## config.mk

```make
export PLATFORM = sky130hd
export DESIGN_NAME = vga_raster_gen
export DESIGN_NICKNAME = d
export VERILOG_FILES = /design/src/rtl/vga_pkg.sv /design/src/rtl/vga_delay_line.sv /design/src/rtl/vga_raster_gen.sv
export SDC_FILE = /design/constraint.sdc
export NUM_CORES = 1
export LEC_CHECK = 0
export ABC_AREA = 1
export CORE_MARGIN = 1
export CORE_UTILIZATION = 55
export CTS_CLUSTER_SIZE = 28
export DETAILED_ROUTE_END_ITERATION = 6
export PLACE_DENSITY = 0.81
export SYNTH_ARGS = -nofsm -noshare
export SYNTH_HDL_FRONTEND = slang
export SYNTH_SLANG_ARGS = --single-unit
```

## constraint.sdc

```tcl
create_clock -name vga_clk -period 3.2 [get_ports vga_clk]
set_input_delay 0.64 -clock vga_clk [delete_from_list [all_inputs] [get_ports vga_clk]]
set_output_delay 0.64 -clock vga_clk [all_outputs]
set_load 0.02 [all_outputs]
```

## src/rtl/vga_pkg.sv

```systemverilog
// Shared VGA raster definitions: default 640x480@60 timing, pixel word layout,
// run-state encoding and the active-region index helper.
package vga_pkg;

  localparam int unsigned H_SYNC_DEF  = 96;
  localparam int unsigned H_BP_DEF    = 48;
  localparam int unsigned H_ACT_DEF   = 640;
  localparam int unsigned H_FP_DEF    = 16;
  localparam int unsigned V_SYNC_DEF  = 2;
  localparam int unsigned V_BP_DEF    = 33;
  localparam int unsigned V_ACT_DEF   = 480;
  localparam int unsigned V_FP_DEF    = 10;
  localparam int unsigned COLOR_W_DEF = 4;

  typedef struct packed {
    logic [COLOR_W_DEF-1:0] b;
    logic [COLOR_W_DEF-1:0] g;
    logic [COLOR_W_DEF-1:0] r;
  } rgb_t;

  typedef enum logic {
    ST_IDLE,
    ST_RUN
  } run_state_t;

  // Offset of a counter value into the active region that begins at 'start'.
  function automatic int unsigned act_idx(input int unsigned cnt, input int unsigned start);
    return cnt - start;
  endfunction

endpackage

```

## src/rtl/vga_delay_line.sv

```systemverilog
// Reset-cleared shift register; DEPTH = 0 degenerates to a wire.
module vga_delay_line #(
  parameter int unsigned W     = 1,
  parameter int unsigned DEPTH = 1
) (
  input  logic         vga_clk,
  input  logic         clrn,
  input  logic [W-1:0] d,
  output logic [W-1:0] q
);

  generate
    if (DEPTH == 0) begin : g_wire
      assign q = d;
    end else begin : g_pipe
      logic [W-1:0] stages [DEPTH];

      always_ff @(posedge vga_clk or negedge clrn) begin
        if (!clrn) begin
          for (int unsigned i = 0; i < DEPTH; i++) stages[i] <= '0;
        end else begin
          stages[0] <= d;
          for (int unsigned i = 1; i < DEPTH; i++) stages[i] <= stages[i-1];
        end
      end

      assign q = stages[DEPTH-1];
    end
  endgenerate

endmodule

```

## src/rtl/vga_raster_gen.sv

```systemverilog
// Parametrised VGA raster engine: timing, pixel-RAM fetch, output alignment, scroll register.
// Optional build macro VGA_TEST_PATTERN_EN adds a test_en input selecting 8 colour bars.
module vga_raster_gen
  import vga_pkg::*;
#(
  parameter int unsigned H_SYNC  = H_SYNC_DEF,
  parameter int unsigned H_BP    = H_BP_DEF,
  parameter int unsigned H_ACT   = H_ACT_DEF,
  parameter int unsigned H_FP    = H_FP_DEF,
  parameter int unsigned V_SYNC  = V_SYNC_DEF,
  parameter int unsigned V_BP    = V_BP_DEF,
  parameter int unsigned V_ACT   = V_ACT_DEF,
  parameter int unsigned V_FP    = V_FP_DEF,
  parameter bit          HS_POL  = 1'b0,
  parameter bit          VS_POL  = 1'b0,
  parameter int unsigned COLOR_W = COLOR_W_DEF,
  parameter int unsigned RD_LAT  = 1
) (
  input  logic                 vga_clk,
  input  logic                 clrn,
  input  logic [3*COLOR_W-1:0] pix_data,
  input  logic                 cfg_valid,
  input  logic [9:0]           cfg_scroll_x,
`ifdef VGA_TEST_PATTERN_EN
  input  logic                 test_en,
`endif
  output logic                 cfg_ready,
  output logic                 rd_en,
  output logic [8:0]           row_addr,
  output logic [9:0]           col_addr,
  output logic [COLOR_W-1:0]   r,
  output logic [COLOR_W-1:0]   g,
  output logic [COLOR_W-1:0]   b,
  output logic                 hs,
  output logic                 vs,
  output logic                 de,
  output logic                 frame_start,
  output logic                 line_start
);

  localparam int unsigned H_TOT    = H_SYNC + H_BP + H_ACT + H_FP;
  localparam int unsigned V_TOT    = V_SYNC + V_BP + V_ACT + V_FP;
  localparam int unsigned H_ASTART = H_SYNC + H_BP;
  localparam int unsigned V_ASTART = V_SYNC + V_BP;
  localparam int unsigned HW       = $clog2(H_TOT);
  localparam int unsigned VW       = $clog2(V_TOT);

  localparam logic [HW-1:0] H_LAST   = HW'(H_TOT - 1);
  localparam logic [VW-1:0] V_LAST   = VW'(V_TOT - 1);
  localparam logic [HW-1:0] H_SYNC_E = HW'(H_SYNC);
  localparam logic [VW-1:0] V_SYNC_E = VW'(V_SYNC);
  localparam logic [HW-1:0] H_A0     = HW'(H_ASTART);
  localparam logic [HW-1:0] H_A1     = HW'(H_ASTART + H_ACT);
  localparam logic [VW-1:0] V_A0     = VW'(V_ASTART);
  localparam logic [VW-1:0] V_A1     = VW'(V_ASTART + V_ACT);
  localparam logic [9:0]    SCR_MAX  = 10'(H_ACT - 1);
  localparam logic [10:0]   H_ACT_W  = 11'(H_ACT);

`ifdef VGA_TEST_PATTERN_EN
  localparam int unsigned PW = 7;
`else
  localparam int unsigned PW = 3;
`endif

  run_state_t    state;
  logic [HW-1:0] h_cnt;
  logic [VW-1:0] v_cnt;
  logic          h_last, v_last, fs_next, running;

  assign h_last  = (h_cnt == H_LAST);
  assign v_last  = (v_cnt == V_LAST);
  assign running = (state == ST_RUN);
  // The idle state holds the counters at 0,0 for one edge so the first pulse follows release.
  assign fs_next = (state == ST_IDLE) || (h_last && v_last);

  always_ff @(posedge vga_clk or negedge clrn) begin
    if (!clrn) begin
      state       <= ST_IDLE;
      h_cnt       <= '0;
      v_cnt       <= '0;
      frame_start <= 1'b0;
      line_start  <= 1'b0;
    end else begin
      case (state)
        ST_IDLE: begin
          state       <= ST_RUN;
          frame_start <= 1'b1;
          line_start  <= 1'b1;
        end
        ST_RUN: begin
          h_cnt <= h_last ? '0 : h_cnt + 1'b1;
          if (h_last) v_cnt <= v_last ? '0 : v_cnt + 1'b1;
          frame_start <= h_last && v_last;
          line_start  <= h_last;
        end
      endcase
    end
  end

  logic [9:0] scroll_x, shadow;
  logic       pending;

  assign cfg_ready = !pending && !fs_next;

  always_ff @(posedge vga_clk or negedge clrn) begin
    if (!clrn) begin
      scroll_x <= '0;
      shadow   <= '0;
      pending  <= 1'b0;
    end else if (cfg_valid && cfg_ready) begin
      shadow  <= (cfg_scroll_x > SCR_MAX) ? SCR_MAX : cfg_scroll_x;
      pending <= 1'b1;
    end else if (fs_next && pending) begin
      scroll_x <= shadow;
      pending  <= 1'b0;
    end
  end

  logic        act, hs_a, vs_a, rd_go;
  logic [9:0]  h_idx, col_scr;
  logic [8:0]  v_idx;
  logic [10:0] col_sum;

  assign hs_a    = running && (h_cnt < H_SYNC_E);
  assign vs_a    = running && (v_cnt < V_SYNC_E);
  assign act     = running && (h_cnt >= H_A0) && (h_cnt < H_A1) && (v_cnt >= V_A0) && (v_cnt < V_A1);
  assign h_idx   = 10'(act_idx(32'(h_cnt), H_ASTART));
  assign v_idx   = 9'(act_idx(32'(v_cnt), V_ASTART));
  assign col_sum = {1'b0, h_idx} + {1'b0, scroll_x};
  assign col_scr = (col_sum >= H_ACT_W) ? 10'(col_sum - H_ACT_W) : col_sum[9:0];

  logic [PW-1:0] pipe_d, pipe_s1, pipe_q;

`ifdef VGA_TEST_PATTERN_EN
  logic       test_mode;
  logic [2:0] bar;

  always_ff @(posedge vga_clk or negedge clrn) begin
    if (!clrn)        test_mode <= 1'b0;
    else if (fs_next) test_mode <= test_en;
  end

  assign bar    = 3'(32'(h_idx) / (H_ACT / 8));
  assign rd_go  = act && !test_mode;
  assign pipe_d = {bar, test_mode, vs_a, hs_a, act};
`else
  assign rd_go  = act;
  assign pipe_d = {vs_a, hs_a, act};
`endif

  always_ff @(posedge vga_clk or negedge clrn) begin
    if (!clrn) begin
      rd_en    <= 1'b0;
      row_addr <= '0;
      col_addr <= '0;
      pipe_s1  <= '0;
    end else begin
      rd_en    <= rd_go;
      row_addr <= rd_go ? v_idx : '0;
      col_addr <= rd_go ? col_scr : '0;
      pipe_s1  <= pipe_d;
    end
  end

  // Timing bits wait out the RAM latency so they meet pix_data at the output register.
  vga_delay_line #(
    .W     (PW),
    .DEPTH (RD_LAT)
  ) u_align (
    .vga_clk (vga_clk),
    .clrn    (clrn),
    .d       (pipe_s1),
    .q       (pipe_q)
  );

  logic [3*COLOR_W-1:0] pix_sel;

  always_comb begin
    pix_sel = '0;
    if (pipe_q[0]) begin
`ifdef VGA_TEST_PATTERN_EN
      if (pipe_q[3])
        pix_sel = {{COLOR_W{pipe_q[6]}}, {COLOR_W{pipe_q[5]}}, {COLOR_W{pipe_q[4]}}};
      else
        pix_sel = pix_data;
`else
      pix_sel = pix_data;
`endif
    end
  end

  always_ff @(posedge vga_clk or negedge clrn) begin
    if (!clrn) begin
      r  <= '0;
      g  <= '0;
      b  <= '0;
      de <= 1'b0;
      hs <= !HS_POL;
      vs <= !VS_POL;
    end else begin
      r  <= pix_sel[COLOR_W-1:0];
      g  <= pix_sel[2*COLOR_W-1:COLOR_W];
      b  <= pix_sel[3*COLOR_W-1:2*COLOR_W];
      de <= pipe_q[0];
      hs <= pipe_q[1] ? HS_POL : !HS_POL;
      vs <= pipe_q[2] ? VS_POL : !VS_POL;
    end
  end

endmodule

```

* Word level (Yosys, flattened, before mapping)
Cells that the tools add are included.
Cells by class: add/sub/neg operators 6, $mul 0, divide/modulo/power cells 0, magnitude comparators 8, equality and inequality tests 2, shifts and indexed selects 0, multiplexer cells 13, bitwise operators 2, reduce and logical (&&, ||, !) cells 16
Operators with widths (count):
- 10-bit 2-to-1 mux | 5
- 10-bit by 1-bit adder with 10-bit output, second input constant | 2
- 10-bit == test, second input constant | 2
- 10-bit < comparator, second input constant | 2
- 12-bit 2-to-1 mux | 1
- 10-bit by 10-bit adder with 11-bit output | 1
- 11-bit by 10-bit >= comparator with 1-bit output, second input constant | 1
- 10-bit by 6-bit >= comparator with 1-bit output, second input constant | 1
- 10-bit by 8-bit >= comparator with 1-bit output, second input constant | 1
- 10-bit > comparator, second input constant | 1
- 1-bit logical AND | 10
- 10-bit by 2-bit < comparator with 1-bit output, second input constant | 1
- 10-bit by 7-bit < comparator with 1-bit output, second input constant | 1
- 10-bit subtractor, second input constant | 1
- 10-bit by 8-bit subtractor with 10-bit output, second input constant | 1
- 9-bit 2-to-1 mux | 1
- 9-bit by 6-bit subtractor with 9-bit output, second input constant | 1
- 1-bit 2-to-1 mux | 4
- 1-bit one-hot mux with 2 select lines | 2
- 2-bit AND reduction | 2
- 1-bit zero test | 2
- 1-bit NOT | 2
- 2-bit nonzero test | 1
- 1-bit logical OR | 1
Storage, ports and cells: flip-flop bits (word level) 85, latch bits 0, bits in writable memories 0, bits in read-only memories 0, input bits 25, output and inout bits 38, word-level logic and storage cells 66, memories 0

* Longest topological paths before layout
word-level depth 8, mapped depth 21, gate-level depth less buffers 20

* Cells and area by module
Synthesis repeated with hierarchy kept, for this count alone.
Unflattened totals: cells, all modules 488, area total of the unflattened synthesis 4151.5 um2
By module, submodules not included:
- vga_raster_gen | times used 1, cells an instance 485, area each 4076.4 um2, seq. area each 2029.4 um2
- vga_delay_line | times used 1, cells an instance 3, area each 75.1 um2, seq. area each 75.1 um2

* Least setup slack after synthesis
No wires, ideal clock.
path kind flip-flop to flip-flop, from register h_cnt[4], to register col_addr[8], setup time 119 ps, arrival time 2299 ps, data required time 3081 ps, setup slack 782 ps, stages on the path, launching flop included 18, buffers on the path 0, period minus slack after synthesis 2418 ps, cell sequence dfrtp_1 -> inv_1 -> ha_1 -> xor2_1 -> ha_1 -> nand2_1 -> inv_1 -> a21oi_1 -> nand3_1 -> nand2_1 -> inv_1 -> ha_1 -> inv_1 -> nand3_1 -> nand2_1 -> inv_1 -> a21oi_1 -> nor2_1
On the way: longest elaborated chain between the ends 6, elaborated cells on any way between the ends 12, those cells by class add/sub: 3; order compare: 3; mux: 2; reduce/logical: 4
RTL lines:
- from (decl) | RTL line vga_raster_gen.sv:66 | logic [HW-1:0] h_cnt;
- from (signal assigned) | RTL line vga_raster_gen.sv:91 | h_cnt <= h_last ? '0 : h_cnt + 1'b1;
- branches (longest 5 deep; another with 10-bit by 10-bit adder with 11-bit output)
- 10-bit 2-to-1 mux * | RTL line vga_raster_gen.sv:160 | col_addr <= rd_go ? col_scr : '0;
- to (signal assigned) | RTL line vga_raster_gen.sv:160
- to (decl) | RTL line vga_raster_gen.sv:30 | output logic [9:0] col_addr,
Every way passes the cells marked *. A chain may end at the register's enable or synchronous reset.

* Worst setup path in the final report
from register h_cnt[1], to output port cfg_ready
On the way: longest elaborated chain between the ends 5
RTL lines:
- 10-bit == test | RTL line vga_raster_gen.sv:70 | assign h_last = (h_cnt == H_LAST);
- 1-bit logical AND | RTL line vga_raster_gen.sv:74 | assign fs_next = (state == ST_IDLE) || (h_last && v_last);
- 1-bit logical OR | RTL line vga_raster_gen.sv:74
- 1-bit zero test | RTL line vga_raster_gen.sv:103 | assign cfg_ready = !pending && !fs_next;
- 1-bit logical AND | RTL line vga_raster_gen.sv:103
- to (decl) | RTL line vga_raster_gen.sv:27 | output logic cfg_ready,
No other way between the ends.

==> impl_metrics.env <==
export IMPL_status="finished clean"
export IMPL_final_nets=588
export IMPL_slowest_stage="clkdlybuf4s50_1"
export IMPL_synthAdderAreaFrac_pct=5.68
export IMPL_place_area_um2=4970
export IMPL_layout_cells_non_filler=648
export IMPL_grt_pass1_wl_um=14300
export IMPL_synth_cell_type_count=45
export IMPL_ctsResizeCount=0
export IMPL_drv_slew=0
export IMPL_worstPathArrival_ps=2420
export IMPL_dieArea_um2=8200
export IMPL_netlist_area_um2=4310
export IMPL_rsz0062_at_grt="no"
export IMPL_yosysTopAreaCellShare_pct=47.6
export IMPL_path_clk_slew_ps=90
export IMPL_critPathMaxFanout=5
export IMPL_cts_tree="yes"
export IMPL_rows=31
export IMPL_powerDensity_nw_per_um2=769
export IMPL_criticalPathCategory="reg2out"
export IMPL_port_buffers=62
export IMPL_synth_compound_area_share_pct=7.05
export IMPL_track_usage_pct=21.9
export IMPL_finalCritPeriodShare_pct=95.7
export IMPL_synth_edff_count=0
export IMPL_diodes=0
export IMPL_crit_required_ps=2560
export IMPL_ys_flop_type="dfrtp_1"
export IMPL_via_per_inst=5.01
export IMPL_startpoint_type="flip-flop"
export IMPL_grt_overflow_total=0
export IMPL_timing_slew_headroom_pct=33.4
export IMPL_drt_wirelength_per_cell_um=12.7
export IMPL_antenna_found_initial=0
export IMPL_cts_buffer_depth=2
export IMPL_worstMarginPinSlew_ps=998
export IMPL_syn_to_final_growth_pct=19.7
export IMPL_dp_hpwl_um=6230
export IMPL_synth_area_top_cells="dfrtp_1, nand2_1, inv_1, ha_1, mux2_4"
export IMPL_place_gp_congestion=0.906
export IMPL_root_buffer="clkbuf_8"
export IMPL_ctsHoldBuffers=0
export IMPL_insertion_delay_ps=360
export IMPL_cap_violations=0
export IMPL_hold_depth=0
export IMPL_syn_nets=525
export IMPL_wirelength_um=8220
export IMPL_worstRegToRegCells=17
export IMPL_fin_crit_ps=3060
export IMPL_yosys_area_share_simple_pct=23.0
export IMPL_numCtsBuffers=9
export IMPL_pin_count=63
export IMPL_drive_above_1_share_pct=12.6
export IMPL_min_path_type="reg2reg"
export IMPL_r2r_slack_ps=400
export IMPL_die_w_um=90.6
export IMPL_ir_worst_vdd_uv=417
export IMPL_synth_seq_cells=84
export IMPL_fin_skew_ps=13.2
export IMPL_yosys_warnings=0
export IMPL_hold_start="pipe_s1[2]"
export IMPL_drc=0
export IMPL_fin_area_um2=5160
export IMPL_cp_common_cell="nand2_1"
export IMPL_muxShareOfSynthArea_pct=3.39
export IMPL_rr_startpoint="h_cnt[4]"
export IMPL_grt_max_degree=85
export IMPL_firstDrtPassIters=4
export IMPL_htreeDepth=3
export IMPL_dp_cells=632
export IMPL_r2r_end="col_addr[8]"
export IMPL_grt_pass1_vias=3156
export IMPL_ant_nets=0
export IMPL_cellLeakagePower_nw=2.69
export IMPL_fin_tns_setup_ps=0
export IMPL_ys_seq_area_share_pct=48.8
export IMPL_design_core_area_um2=7410
export IMPL_start_util_pct=58.2
export IMPL_setup_viol=0
export IMPL_die_h_um=90.6
export IMPL_crit_start="h_cnt[1]"
export IMPL_syn_inst=481
export IMPL_synth_avg_cell_area_um2=8.97
export IMPL_initialDrtViolationCount=108
export IMPL_synth_xor_xnor_area_share_pct=2.84
export IMPL_cp_end_kind="output pin"
export IMPL_hold_end="u_align.q[2]"
export IMPL_hold_viol=0
export IMPL_crit_chain="ha_1 -> nand3_1 -> nor2_1 -> nand2_1 -> nand2_1 -> o21ai_2 -> inv_2 -> nor2_4 -> clkdlybuf4s50_1"
export IMPL_num_vias=3246
export IMPL_cts_sinks=84
export IMPL_postSynth_asyncResetShare_pct=100
export IMPL_synth_top_cell_by_area="dfrtp_1"
export IMPL_cts_setup_buffers=0
export IMPL_critPathMaxStageDelay_ps=630
export IMPL_synth_top_family_by_area="simple AND/OR/NAND/NOR gates"
export IMPL_max_clock_freq_mhz=327
export IMPL_holdWs_ps=354
==> worst max-delay path, delay by kind of cell (launching register included) <==
kind / cells / cell delay (ps)
flip-flops: 1 / 470
adder cells (fa/ha/maj): 1 / 250
AND/OR/NAND/NOR: 5 / 500
AO/OA/AOI/OAI: 1 / 150
buffers and inverters: 2 / 710
==> metrics by stage <==
stage | setup slack, ps | total power, W | utilization [%]
finish | 139 | 0.00397 | 69.7
global route | 33.0 | 0.00430 | 69.7
CTS | 125 | 0.00397 | 69.7
detailed placement | 476 | 0.00322 | 67.1
global placement | 522 | 0.00313 | 67.1
floorplan | 782 | 0.00281 | -
==> sequential cells by signal (all words and copies together) (netlist names) <==
register	cells
scroll_x	10
shadow	10
h_cnt	10
pipe_s1	3
b	4
u_align.q	3
vs	1
hs	1
row_addr	9
running	1
de	1
v_cnt	10
r	4
frame_start	1
col_addr	10
g	4
pending	1
line_start	1
==> metal layers <==
| metal | GRT usage [%] | up-vias | share of wire [%] |
|---|---|---|---|
| met3 | 4.04 | 12 | 3.7 |
| met2 | 37.8 | 76 | 50 |
| li1 | - | 1630 | - |
| met4 | 6.99 | 0 | 1.3 |
| met5 | 0 | - | 0 |
| met1 | 27.7 | 1528 | 45 |
==> cell families (layout without fill, tap and decap cells) <==
logic type               Yosys count  in the layout
AO/OA/AOI/OAI                     49             49
XOR/XNOR                          14             14
adder cells (fa/ha/maj)           19             19
buffers and inverters             92            160
flip-flops                        84             84
multiplexers                      10             10
other                              1              1
AND/OR/NAND/NOR                  212            212
==> power by group <==
part / total [W] / leakage (nW) / internal (W) / switching, W
Combinational: 0.00183 / 1.49 / 0.000722 / 0.00111
Sequential: 0.00140 / 1.10 / 0.00124 / 0.000158
Clock: 0.000744 / 0.0926 / 0.000381 / 0.000363
==> how the worst max path moves through the flow <==
stage	endpoint	slack, ps
global route	cfg_ready	30
detailed placement	col_addr[8]	480
finish	cfg_ready	140
global placement	cfg_ready	520
floorplan	col_addr[8]	780
CTS	cfg_ready	120
==> synth_stat cells (2+ instances only) <==
master	number
a21boi_0	2
a21oi_1	18
a31oi_1	2
and2_1	2
buf_2	4
buf_6	2
dfrtp_1	82
dfstp_2	2
ha_1	18
inv_1	78
inv_2	4
mux2_4	9
nand2_1	104
nand2_2	3
nand3_1	27
nand3_2	2
nand4_1	5
nor2_1	36
nor2_2	12
nor2_4	4
nor3_1	7
nor3_2	2
nor4_1	2
o21ai_0	11
o21ai_2	10
or2_2	2
xor2_1	13
==> area by class of cell <==
class,instances,area (µm²)
repair buffers,62,618
multi-input cells,305,1820
inverters,82,308
fillers,568,2240
clock buffers,12,145
well taps,99,124
clock inverters,4,50.0
flip-flops and latches,84,2100
==> cell usage in the layout, fill, tap and decap left out, types with 11 or more instances in the layout <==
master / Yosys / layout
a21oi_1: 18 / 18
clkdlybuf4s50_1: 0 / 61
dfrtp_1: 82 / 82
ha_1: 18 / 18
inv_1: 78 / 78
nand2_1: 104 / 104
nand3_1: 27 / 27
nor2_1: 36 / 36
nor2_2: 12 / 12
o21ai_0: 11 / 11
xor2_1: 13 / 13
Note: power is estimated with default switching activity, not from simulation.
==> variant 1 (same settings) <==
Change the package constant `V_ACT_DEF` from 480 to 240.
--- a/src/rtl/vga_pkg.sv
+++ b/src/rtl/vga_pkg.sv
@@ -10,3 +10,3 @@
   localparam int unsigned V_BP_DEF    = 33;
-  localparam int unsigned V_ACT_DEF   = 480;
+  localparam int unsigned V_ACT_DEF   = 240;
   localparam int unsigned V_FP_DEF    = 10;
Check against the original RTL: no difference found for any inputs over 10 cycles, from zero or initial values; that may be too few to reach the edited logic, so the function may still have changed.
==> variant 1 against the unedited design <==
  * Core utilization fell by 2.0 points
  * Worst setup slack improved by 0.11 ns
  * Register-to-register slack is essentially flat
  * Critical path depth did not move
  * Synthesized cell count increased by 5.6%
  * Clock skew about the same
  * Synthesized area up 2.5%
  * Clock power is 9.3% lower
  * Wire length grew 2.9%
  * Cell area up 1.8%
  * Sequential cell count decreased by 1
  * Power decreased by 18%
==> variant 1: results (changes against the unedited design) <==
- The share of flip-flops with an asynchronous set or reset after synthesis was 100% (unchanged).
- WL per Instance: 12.5 um (-1.8%)
* Switching part of the total power: 41.5% (+0.44 points)
- The maximum count of clock buffers along a single path was 2 (unchanged).
- The part of the total power dissipated in the clock network was 20.6% (+1.9 points).
- The post-CTS setup buffer count is 0 (unchanged).
- Fill count: 648 (+14%)
* Power drawn by the sequential cells: 1.26 mW (-10%)
- Sorting the synthesized cells by how often they occur yields sky130_fd_sc_hd__nand2_1 (127), sky130_fd_sc_hd__dfrtp_1 (81), sky130_fd_sc_hd__inv_1 (69), sky130_fd_sc_hd__nor2_1 (34), sky130_fd_sc_hd__nand3_1 (25).
- Worst setup timing slack at the placement stage: 0.440 ns (-0.0366 ns)
- The net switching power is 1.36 mW (-17%).
* Iter 0 DRT Violations: 161 (+49%)
* Number of buffer cells added on primary ports: 62 (unchanged)
- The via count of the first global-routing pass came to 3271 (+3.6%).
- First-pass GRT wire length: 14500 um (+1.4%)
- Final std cells w/o fill: 679 (+4.8%)
- Cell types occupying the most area after synthesis: sky130_fd_sc_hd__dfrtp_1 (46%), sky130_fd_sc_hd__nand2_1 (11%), sky130_fd_sc_hd__inv_1 (5.9%)
- Final setup skew: 0.0131 ns (-0.0000573 ns)
- Number of nets in the finished design: 616 (+4.8%)
- The synthesized area divided by synthesized cell count came to 8.70 um^2 (-3.0%).
- Share of synthesized area occupied by flip-flops and latches: 47.0% (-1.8 points)
- Data arrival at the endpoint of the critical path: 2.31 ns (-0.11 ns)
- HPWL after detailed placement: 6490 um (+4.2%)
- Status: finished clean
- The combined global-route utilization of all metal layers came to 21.9% (+0.028 points).
- Maximum net fanout on the critical path: 5 (unchanged)
- In the synthesized netlist the dominant register cell turns out to be sky130_fd_sc_hd__dfrtp_1.
* Total nets after synthesis: 552 (+5.1%)
* Number of distinct standard cells referenced by the synthesized netlist: 50 (+11%)
- Max VDD drop: 0.000312 V (-25%)
- The leakage dissipation came to 2.74 nW (+2.0%).
- Proportion of layout cells with a drive suffix above 1: 14.0% (+1.5 points)
- Clock-pin slew was measured on the worst setup and hold paths at about 0.080 ns.
* Pin count of the biggest net entering global routing: 84 (-1.2%)
- Cell area after placement: 5080 um^2 (+2.3%)
- The root buffer cell chosen for the clock tree is sky130_fd_sc_hd__clkbuf_8.
- The number of setup violations in the final report came to 0 (unchanged).
- Placed Cells incl. Taps: 663 (+4.9%)
* GPL Wtd Cong: 0.905 (-0.13%)
- Hold Path Class: flop to flop
- The via density per instance was 5.03 (+0.31%).
- The relative max-transition margin was 35.5% (+2.1 points).
variant 1: cell count changes in the layout (fill, tap and decap cells not counted), moves of 3 or more:
cell / unedited run / this run
sky130_fd_sc_hd__nand2_1: 104 / 127
sky130_fd_sc_hd__inv_4: 0 / 3
sky130_fd_sc_hd__a21oi_1: 18 / 23
sky130_fd_sc_hd__nor2_2: 12 / 3
sky130_fd_sc_hd__o21ai_1: 1 / 12
sky130_fd_sc_hd__inv_2: 4 / 11
sky130_fd_sc_hd__inv_1: 78 / 69
sky130_fd_sc_hd__nor2_4: 4 / 12
sky130_fd_sc_hd__nor4_2: 0 / 3
sky130_fd_sc_hd__xor2_1: 13 / 8
sky130_fd_sc_hd__mux2_4: 9 / 0
variant 1: layout make-up:
| type | instances | area (um^2) | share of cell area, % |
|---|---|---|---|
| flip-flops and latches | 83 | 2080 | 39.5 |
| repair buffers | 62 | 618 | 11.8 |
| clock inverters | 7 | 51.3 | 0.975 |
| clock buffers | 9 | 124 | 2.35 |
| inverters | 84 | 323 | 6.14 |
| well taps | 102 | 128 | 2.43 |
| multi-input cells | 332 | 1940 | 36.8 |
variant 1: critical path, stage by stage (launching register included):
cell and delay [ns]:
sky130_fd_sc_hd__dfrtp_1 0.46, sky130_fd_sc_hd__ha_1 0.23, sky130_fd_sc_hd__nand2_1 0.10, sky130_fd_sc_hd__nor2_2 0.05, sky130_fd_sc_hd__nand4_4 0.10, sky130_fd_sc_hd__inv_2 0.07
sky130_fd_sc_hd__nand2_4 0.09, sky130_fd_sc_hd__nand2_4 0.08, sky130_fd_sc_hd__nor2_8 0.14, sky130_fd_sc_hd__clkdlybuf4s50_1 0.63
variant 1: layer usage:
layer / vias to the layer above / routed length, um / global-route usage (%)
met5: - / 0 / 0
met4: 0 / 153 / 8.33
met3: 14 / 371 / 4.31
met2: 89 / 4210 / 38.0
met1: 1586 / 3720 / 27.0
li1: 1723 / - / -
variant 1: logic make-up after synthesis:
group	synth area share, %
DFF	47.0
adders and majority gates	5.55
other	0.0848
buffers and inverters	9.17
and+or+nand+nor	27.5
xor gates and xnor gates	1.58
AOI/OAI and AO/OA	9.06
variant 1: worst paths after layout:
path	startpoint	end	slack, ns	cells after the start
worst max-delay path	h_cnt[1]$_DFFE_PN0P_	cfg_ready	0.25	9
worst min-delay path	pipe_s1[1]$_DFF_PN0_	u_align.q[1]$_DFF_PN0_	0.36	0
worst max register to register	h_cnt[4]$_DFFE_PN0P_	col_addr[8]$_DFF_PN0_	0.40	17
worst min register to register	pipe_s1[1]$_DFF_PN0_	u_align.q[1]$_DFF_PN0_	0.36	0
max in group asynchronous	clrn	shadow[5]$_DFFE_PN0P_	2.14	1
min in group asynchronous	clrn	row_addr[7]$_DFF_PN0_	0.42	1
==> variant 2 (same flow settings) <==
Without the edit above. `row_addr` and `col_addr` no longer have a reset.
--- a/src/rtl/vga_raster_gen.sv
+++ b/src/rtl/vga_raster_gen.sv
@@ -153,4 +153,2 @@
       rd_en    <= 1'b0;
-      row_addr <= '0;
-      col_addr <= '0;
       pipe_s1  <= '0;
@@ -158,6 +156,9 @@
       rd_en    <= rd_go;
-      row_addr <= rd_go ? v_idx : '0;
-      col_addr <= rd_go ? col_scr : '0;
       pipe_s1  <= pipe_d;
     end
+  end
+
+  always_ff @(posedge vga_clk) begin
+    row_addr <= rd_go ? v_idx : '0;
+    col_addr <= rd_go ? col_scr : '0;
   end
Function: same outputs for any inputs over 10 cycles, from zero or initial values; that may be too few to reach the edited logic, so the function may still have changed.
==> variant 2 against the unedited design <==
  * Critical path depth is 1 lower
  * Core utilization shrank 0.63 points
  * Synthesized area shrank 2.6%
  * Sequential cell count did not move
  * Cell area is 1.9% lower
  * Worst setup slack better by 0.024 ns
  * Wire length grew 2.9%
  * Power down 10%
  * Combinational power down 15%
  * Clock power down 3.8%
  * Register-to-register slack lost 0.11 ns
  * Non-clock buffer count increased by 1
  * Sequential share of layout area decreased by 1.1 points
  * Final cell count increased by 1.7%
  * Critical endpoint unchanged
  * Largest cell class unchanged
  * Highest routed layer unchanged
==> variant 2: results (changes against the unedited design) <==
- The via density per instance was 5.01 (about the same).
* Iter 0 DRT Violations: 134 (+24%)
- Cell types occupying the most area after synthesis: sky130_fd_sc_hd__dfrtp_1 (38%), sky130_fd_sc_hd__nand2_1 (10%), sky130_fd_sc_hd__dfxtp_1 (9.1%)
- The number of fillers in the final layout came to 560 (-1.4%).
* Final setup skew: 0.00848 ns (-0.00468 ns)
- The total number of nets in the final design came to 599 (+1.9%).
- The final estimated routing congestion in global placement came to 0.939 (+3.7%).
- The share of synthesized area occupied by flip-flops and latches is 47.8% (-0.97 points).
- The synthesized area divided by synthesized cell count is 8.58 um^2 (-4.4%).
- Placed Cells incl. Taps: 643 (+1.7%)
* Relative slew margins: 51.6% (+18 points)
- Max VDD drop: 0.000618 V (+48%)
* Post-synthesis xor/xnor area fraction: 1.67% (-1.2 points)
* First-pass GRT wire length: 14400 um (+0.68%)
* Worst-case hold slack: 0.321 ns (-0.0321 ns)
- Pin count of the biggest net entering global routing: 34 (-60%)
- The share of final-layout standard cells stronger than drive strength 1 came to 9.64% (-2.9 points).
* HPWL after detailed placement: 6390 um (+2.5%)
- Number of distinct standard cells referenced by the synthesized netlist: 46 (+2.2%)
- Fraction of the mapped netlist area in compound gates: 7.35% (+0.31 points)
* Crit-path max cell delay: 0.66 ns (+0.03 ns)
- Cell area after placement: 4880 um^2 (-1.8%)
- The met3 routed wirelength is 327 um (+7.9%).
- Final worst path period need: 3.04 ns (-0.0241 ns)
* WL per Instance: 12.8 um (+1.1%)
- First element of the critical path: h_cnt[5]$_DFFE_PN0P_
* Data arrival at the endpoint of the critical path: 2.40 ns (-0.02 ns)
* Fraction of synthesized cell area taken by the top area cell type: 37.5% (-10 points)
- The sum of routed wire segments on met1 was 3620 um (-1.5%).
* Mux contribution to synthesized area: 3.13% (-0.27 points)
* Status: finished clean
- Hold Path Class: primary input to asynchronous set/reset pin
- The routed wire length on met2 was 4310 um (+4.3%).
- The post-placement setup slack was 0.400 ns (-0.0761 ns).
- The share of flip-flops with an asynchronous set or reset after synthesis is 77.4% (-23 points).
* Static power due to leakage: 2.61 nW (-2.9%)
- Maximum net fanout on the critical path: 6 (+1)
* R2R Setup Slk: 0.29 ns (-0.11 ns)
- The length of the first detailed-routing pass in iterations came to 4 (unchanged).
- The via count of the first global-routing pass was 3228 (+2.3%).
[variant 2: cell types whose count changed in the layout (fill, tap and decap cells not counted), sizes merged, moves of 4 or more]
cell	before	now
dfrtp	82	63
dfxtp	0	19
xor2	13	8
clkinv	1	5
nand2	109	116
nor2	52	58
[variant 2: layout make-up]
class                   count  area [um^2]  share of cell area [%]
repair buffers             63          636                    12.5
clock inverters             6         47.5                   0.939
flip-flops and latches     84         2010                    39.7
multi-input cells         312         1790                    35.3
clock buffers              10          138                    2.72
inverters                  85          323                    6.37
well taps                  99          124                    2.45
[variant 2: report_power, final]
group	total [mW]	switching (mW)	internal, mW
logic	1.55	0.979	0.574
clock network	0.716	0.407	0.308
registers	1.29	0.115	1.18
[variant 2: layer usage]
layer	track usage, %	vias up
li1	-	1659
met1	26.5	1532
met2	43.1	91
met3	7.11	22
met4	11.3	0
met5	0	-
